`src/rtl/mem_stage.sv`:
```
// Memory stage of a 5-stage RV32I pipeline: issues loads/stores to the data
// memory and waits for the one-cycle dmem_resp pulse. It aligns store data and
// loaded data to byte lanes, selects the regfile write value, and holds the
// MEM/WB register. It also forwards from MEM/WB and runs an optional sticky
// watchdog (DMEM_TIMEOUT) on outstanding accesses.
// Optional build macro: MEM_ALIGN_CHECK_EN. When defined, a misaligned halfword
// or word access is squashed: no memory request, no stall, regfile_write cleared.

package mem_stage_pkg;
  typedef enum logic [2:0] {
    RF_ALU  = 3'd0,
    RF_BR   = 3'd1,
    RF_UIMM = 3'd2,
    RF_PC4  = 3'd3,
    RF_LOAD = 3'd4
  } regfilemux_sel_t;

  typedef struct packed {
    logic            mem_read;
    logic            mem_write;
    logic [2:0]      funct3;
    logic            regfile_write;
    regfilemux_sel_t regfilemux_sel;
  } rv32i_ctrl_word;
endpackage

module mem_stage
  import mem_stage_pkg::*;
#(
  parameter int unsigned DMEM_TIMEOUT = 0
) (
  input  logic           clk,
  input  logic           rst,
  input  logic           ex_valid,
  input  rv32i_ctrl_word ex_ctrlword,
  input  logic [31:0]    ex_alu_out,
  input  logic [31:0]    ex_i_rs2,
  input  logic [31:0]    ex_u_imm,
  input  logic [31:0]    ex_pc,
  input  logic           ex_br_en,
  input  logic [4:0]     ex_rd_addr,
  output logic           mem_stall,
  output logic [31:0]    dmem_address,
  output logic           dmem_read,
  output logic           dmem_write,
  output logic [3:0]     dmem_wmask,
  output logic [31:0]    dmem_wdata,
  input  logic [31:0]    dmem_rdata,
  input  logic           dmem_resp,
  output logic [4:0]     mem_fwd_rs_addr,
  output logic [31:0]    mem_fwd_rs_data,
  output logic           wb_valid,
  output rv32i_ctrl_word wb_ctrlword,
  output logic [4:0]     wb_rd_addr,
  output logic [31:0]    wb_data,
  output logic           mem_timeout
);

  typedef enum logic {IDLE, WAIT} state_t;

  state_t         state_reg;
  logic           req_read_reg, req_write_reg;
  logic [31:0]    req_addr_reg, req_wdata_reg;
  logic [3:0]     req_wmask_reg;
  logic [2:0]     req_funct3_reg;
  logic [1:0]     req_offset_reg;
  logic [31:0]    wd_cnt_reg;
  logic           mem_timeout_reg;
  logic           wb_valid_reg;
  rv32i_ctrl_word wb_ctrl_reg;
  logic [4:0]     wb_rd_addr_reg;
  logic [31:0]    wb_data_reg;

  logic           is_mem_op, misaligned, mem_req, in_wait;
  logic [3:0]     issue_wmask;
  logic [31:0]    issue_wdata, load_value, wb_data_next;
  logic [15:0]    load_half;
  logic [7:0]     rdata_byte [4];
  rv32i_ctrl_word wb_ctrl_next;

  assign is_mem_op = ex_valid & (ex_ctrlword.mem_read | ex_ctrlword.mem_write);
  assign in_wait   = (state_reg == WAIT);

`ifdef MEM_ALIGN_CHECK_EN
  // Flag halfword accesses on odd addresses and word accesses off a word boundary
  always_comb begin
    misaligned = 1'b0;
    if (is_mem_op) begin
      case (ex_ctrlword.funct3[1:0])
        2'b01:   misaligned = ex_alu_out[0];
        2'b10:   misaligned = |ex_alu_out[1:0];
        default: misaligned = 1'b0;
      endcase
    end
  end
`else
  assign misaligned = 1'b0;
`endif

  assign mem_req = is_mem_op & ~misaligned;

  // Build the byte-lane mask and replicated store data for the access in EX
  always_comb begin
    issue_wmask = 4'b0000;
    issue_wdata = 32'h0;
    if (ex_ctrlword.mem_write) begin
      case (ex_ctrlword.funct3[1:0])
        2'b00: begin
          issue_wmask = 4'b0001 << ex_alu_out[1:0];
          issue_wdata = {4{ex_i_rs2[7:0]}};
        end
        2'b01: begin
          issue_wmask = 4'b0011 << ex_alu_out[1:0];
          issue_wdata = {2{ex_i_rs2[15:0]}};
        end
        default: begin
          issue_wmask = 4'b1111;
          issue_wdata = ex_i_rs2;
        end
      endcase
    end
  end

  // Request is combinational in IDLE, then replayed from the captured copy in
  // WAIT so the memory sees a stable request. Reset kills it immediately.
  assign dmem_read    = ~rst & (in_wait ? req_read_reg  : (mem_req & ex_ctrlword.mem_read));
  assign dmem_write   = ~rst & (in_wait ? req_write_reg : (mem_req & ex_ctrlword.mem_write));
  assign dmem_address = in_wait ? req_addr_reg  : {ex_alu_out[31:2], 2'b00};
  assign dmem_wmask   = in_wait ? req_wmask_reg : issue_wmask;
  assign dmem_wdata   = in_wait ? req_wdata_reg : issue_wdata;
  assign mem_stall    = in_wait ? ~dmem_resp    : mem_req;

  genvar gi;
  generate
    for (gi = 0; gi < 4; gi++) begin : g_lane
      assign rdata_byte[gi] = dmem_rdata[8*gi +: 8];
    end
  endgenerate

  assign load_half = req_offset_reg[1] ? dmem_rdata[31:16] : dmem_rdata[15:0];

  // Extract and extend the loaded value using the captured funct3 and offset
  always_comb begin
    case (req_funct3_reg)
      3'b000:  load_value = {{24{rdata_byte[req_offset_reg][7]}}, rdata_byte[req_offset_reg]};
      3'b001:  load_value = {{16{load_half[15]}}, load_half};
      3'b100:  load_value = {24'h0, rdata_byte[req_offset_reg]};
      3'b101:  load_value = {16'h0, load_half};
      default: load_value = dmem_rdata;
    endcase
  end

  // Select the final regfile write value and squash writes of rejected accesses
  always_comb begin
    case (ex_ctrlword.regfilemux_sel)
      RF_ALU:  wb_data_next = ex_alu_out;
      RF_BR:   wb_data_next = {31'h0, ex_br_en};
      RF_UIMM: wb_data_next = ex_u_imm;
      RF_PC4:  wb_data_next = ex_pc + 32'd4;
      RF_LOAD: wb_data_next = load_value;
      default: wb_data_next = ex_alu_out;
    endcase
    wb_ctrl_next = ex_ctrlword;
    wb_ctrl_next.regfile_write = ex_ctrlword.regfile_write & ~misaligned;
  end

  // Access FSM: capture the request on issue, return to IDLE on the response
  always_ff @(posedge clk or posedge rst) begin
    if (rst) begin
      state_reg      <= IDLE;
      req_read_reg   <= 1'b0;
      req_write_reg  <= 1'b0;
      req_addr_reg   <= 32'h0;
      req_wmask_reg  <= 4'h0;
      req_wdata_reg  <= 32'h0;
      req_funct3_reg <= 3'h0;
      req_offset_reg <= 2'h0;
    end else begin
      case (state_reg)
        IDLE: if (mem_req) begin
          state_reg      <= WAIT;
          req_read_reg   <= ex_ctrlword.mem_read;
          req_write_reg  <= ex_ctrlword.mem_write;
          req_addr_reg   <= {ex_alu_out[31:2], 2'b00};
          req_wmask_reg  <= issue_wmask;
          req_wdata_reg  <= issue_wdata;
          req_funct3_reg <= ex_ctrlword.funct3;
          req_offset_reg <= ex_alu_out[1:0];
        end
        WAIT: if (dmem_resp) state_reg <= IDLE;
        default: state_reg <= IDLE;
      endcase
    end
  end

  // Watchdog: count cycles spent waiting; flag stays set until reset
  always_ff @(posedge clk or posedge rst) begin
    if (rst) begin
      wd_cnt_reg      <= 32'h0;
      mem_timeout_reg <= 1'b0;
    end else if (in_wait) begin
      if (wd_cnt_reg != 32'hFFFF_FFFF) wd_cnt_reg <= wd_cnt_reg + 32'd1;
      if ((DMEM_TIMEOUT != 32'd0) && (wd_cnt_reg + 32'd1 >= DMEM_TIMEOUT))
        mem_timeout_reg <= 1'b1;
    end else begin
      wd_cnt_reg <= 32'h0;
    end
  end

  // MEM/WB register: advance when not stalled, insert a bubble while stalled
  always_ff @(posedge clk or posedge rst) begin
    if (rst) begin
      wb_valid_reg   <= 1'b0;
      wb_ctrl_reg    <= '0;
      wb_rd_addr_reg <= 5'h0;
      wb_data_reg    <= 32'h0;
    end else if (mem_stall) begin
      wb_valid_reg <= 1'b0;
    end else begin
      wb_valid_reg   <= ex_valid;
      wb_ctrl_reg    <= wb_ctrl_next;
      wb_rd_addr_reg <= ex_rd_addr;
      wb_data_reg    <= wb_data_next;
    end
  end

  logic fwd_en;
  assign fwd_en          = wb_valid_reg & wb_ctrl_reg.regfile_write & (wb_rd_addr_reg != 5'd0);
  assign mem_fwd_rs_addr = fwd_en ? wb_rd_addr_reg : 5'd0;
  assign mem_fwd_rs_data = fwd_en ? wb_data_reg : 32'h0;

  assign wb_valid    = wb_valid_reg;
  assign wb_ctrlword = wb_ctrl_reg;
  assign wb_rd_addr  = wb_rd_addr_reg;
  assign wb_data     = wb_data_reg;
  assign mem_timeout = mem_timeout_reg;

endmodule

```
`config.mk`:
```
export PLATFORM = sky130hd
export DESIGN_NAME = mem_stage
export DESIGN_NICKNAME = d
export VERILOG_FILES = /design/src/rtl/mem_stage.sv
export SDC_FILE = /design/constraint.sdc
export NUM_CORES = 1
export LEC_CHECK = 0
export BUFFER_PORTS_ARGS = -buffer_cell sky130_fd_sc_hd__buf_2
export CAP_MARGIN = 5
export CORE_MARGIN = 2
export CORE_UTILIZATION = 35
export DETAILED_ROUTE_END_ITERATION = 8
export PLACE_DENSITY_LB_ADDON = 0.08
export SYNTH_ARGS = -nofsm -noshare
export SYNTH_HDL_FRONTEND = slang
export SYNTH_SLANG_ARGS = --single-unit
export TNS_END_PERCENT = 1
```
`constraint.sdc`:
```
create_clock -name clk -period 3.31 [get_ports clk]
set_input_delay 0.1655 -clock clk [delete_from_list [all_inputs] [get_ports clk]]
set_output_delay 0.1655 -clock clk [all_outputs]
set_load 0.005 [all_outputs]
```
==> impl_metrics.ini <==
[status]
run_status = finished, final reports clean

[sta]
hold_slack_ps = 21.4
hold_viol = 0
rsz0062_at_grt = no
fin_crit_ps = 2630
setup_viol = 0
fmax_mhz = 381
skew_ps = 7.41
fin_crit_sh = 0.794
tightest_slew_ps = 1100
slew_viol_final = 0
fin_setup_tns_ps = 0
relSlewSlack = 0.262

[placement]
hpwlAfterDp_microns = 23600
io_buffers = 331
gp_congestion = 0.888
placed_area_sq_um = 9850

[power]
clkPwrFrac = 0.325
powerDensity_nw_per_um2 = 522
seqPwrFrac = 0.373
finalPower_w = 0.00549
p_leak_nw = 4.94
power_frac_comb = 0.303
p_sw_frac = 0.344
power.net_switching_w = 0.00189
vdd.ir_drop.worst_mv = 0.300
intPower_w = 0.00360

[cells_and_area]
fill_cells = 2291
nets = 1425
area_growth_pct = 32.9
final_core_util = 0.469
ff_latch_area_sq_um = 3030
drive_above_1_share = 0.385
fin_area_sq_um = 10500
multiInputGateArea_sq_um = 4570

[die]
fp-row-count = 55
die_width_microns = 154
start_util = 0.353
die_area_sq_um = 23800
io_pins = 335
coreArea_sq_um = 22400
fp.dieH_microns = 154

[clock_network]
clkLatencyLatePin_ps = 410
cts_tree = built
clkSinkCount = 121
post_cts_buffers = 0
root_buffer = clkbuf_16
cts_buffers = 17
clk_pin_slew_ps = 60
cts_resized = 0
cts_max_level = 4
clk_path_buf_depth = 2

[logic_synthesis]
synth_cell_types = 60
async_flop_share = 1.00
netlist_area_sq_um = 7910
synth_top_area_share = 0.383
yosys_warnings = 1
yosysTopAreaCell = dfrtp_1
synth_flop_cell = dfrtp_1
synth_edf_count = 0
ys_seq_elements = 121
synthCells = 934
avgSynthCellArea_sq_um = 8.47
synth.area.top_cells = dfrtp_1, mux2_2, nand2_1, o21ai_0, and2_1
seq_area_frac_synth = 0.383

[worst_setup_path]
crit_path_top_delay_cell = buf_4
cp-start-kind = register
critPathRequiredTime_ps = 3140
slowest_delay_ps = 650
crit_top_cell = buf_4
critical_path.max_fanout = 64
worstSetupEndpointType = output pin
arrival_ps = 2460
rr_worst_depth = 4
crit_chain = buf_4 > buf_4 > mux2_2 > buf_2
crit_type = register to output pin

[global_route]
grt_max_degree = 65
grt_pass1_wl_microns = 46700
first_global_vias = 7778
antenna_found_initial = 3
track_usage = 0.255
grt-ovfl-total = 0

[detailed_routing]
via_count = 8268
wire_per_inst_microns = 20.0
finalWirelength_microns = 30900
ant_nets = 0
drt-initial-drc-count = 539
viasPerCell = 5.35
dr.pass1.iters = 5
route.detailed.drc = 0

[worst_hold_path]
hold_depth = 2
min_path_type = input port to register

[job]
maxCapViolCount = 0
[placed cells by master (no fill, tap or decap), types with 13 or more instances in the layout]
master,n
xnor2_1,14
o22ai_1,27
o221ai_1,14
nor3_1,13
mux2i_1,13
mux2_2,86
a21oi_1,29
and2_1,41
nor2_1,27
clkbuf_16,17
dfrtp_1,120
buf_2,331
inv_1,14
nand2_1,198
buf_4,21
a22o_1,18
nand3_1,16
o21ai_0,111
[layer usage]
layer,share of wire,up-vias,GRT usage
met1,0.46,3932,0.356
met2,0.47,346,0.419
met3,0.061,20,0.0401
met5,0,-,0
li1,-,3970,-
met4,0.012,0,0.0600
[area by class of cell]
class,count,area share
antenna,3,0.000714
clock buffer,18,0.0408
clock inverter,14,0.0120
inverter,15,0.00571
multi-input combinational,727,0.434
sequential,121,0.288
tap,285,0.0339
timing repair buffer,363,0.184
[stage by stage]
step	cells	worst slack, ps
after floorplan	936	1430
after global placement	1501	883
after detailed placement	1501	865
after CTS	1543	624
after global routing	1546	538
final	1546	682
[power by group through the flow]
| stage | combinational, W | clock (W) | sequential [W] |
|---|---|---|---|
| floorplan | 0.000970 | 0 | 0.00198 |
| global placement | 0.00165 | 0 | 0.00207 |
| detailed placement | 0.00166 | 0 | 0.00207 |
| CTS | 0.00168 | 0.00183 | 0.00205 |
| global route | 0.00184 | 0.00188 | 0.00209 |
| finish | 0.00166 | 0.00178 | 0.00205 |
[worst paths after layout]
kind / start / to / slack (ps)
max: in_wait / dmem_address[12] / 680
min: ex_alu_out[15] / req_addr_reg[15] / 20
max reg2reg: req_offset_reg[1] / wb_data[15] / 790
min reg2reg: wb_ctrlword[4] / wb_ctrlword[4] / 470
max in group asynchronous: rst / wb_data[25] / 2440
min in group asynchronous: rst / req_wdata_reg[31] / 40
[kinds of logic after synthesis]
kind of cell             synth area share
AND/OR/NAND/NOR                     0.203
adder cells (fa/ha/maj)           0.00158
multiplexers                        0.142
buffers and inverters              0.0443
other                            0.000474
AO/OA/AOI/OAI                       0.200
flip-flops                          0.383
XOR/XNOR                           0.0266
[cell usage after synthesis (2+ instances only)]
library cell	instances
dfrtp_1	121
nand3_1	16
a31oi_1	11
o211ai_1	5
a221oi_1	11
a22o_1	18
a41oi_1	2
clkbuf_1	61
xnor2_1	14
nor2_1	27
o22a_1	2
a21oi_1	29
o221ai_1	14
mux2i_1	13
buf_1	7
and2_1	41
o21a_1	2
and3_1	5
nor2b_1	8
o21ai_0	111
a2bb2oi_1	2
nand2_1	199
a21o_1	2
buf_4	3
a211oi_1	3
a222oi_1	2
nor3_1	13
nand2b_1	4
mux2_2	86
o22ai_1	27
inv_1	15
xor2_1	10
nand4_1	8
and4_1	2
or3_1	6
or4_2	2
nor4_1	9
[what timing repair did]
| item | CTS | global route |
|---|---|---|
| hold buffers | 10 | 0 |
| setup endpoints to repair | 0 | 0 |
| endpoints found under the hold margin | 10 | 0 |
[critical path: cells and delay by family (launching register included)]
family	cells	cell delay [ps]
buf+inv	3	1170
flops	1	410
mux	1	410
Power figures use the tool's default switching activity.
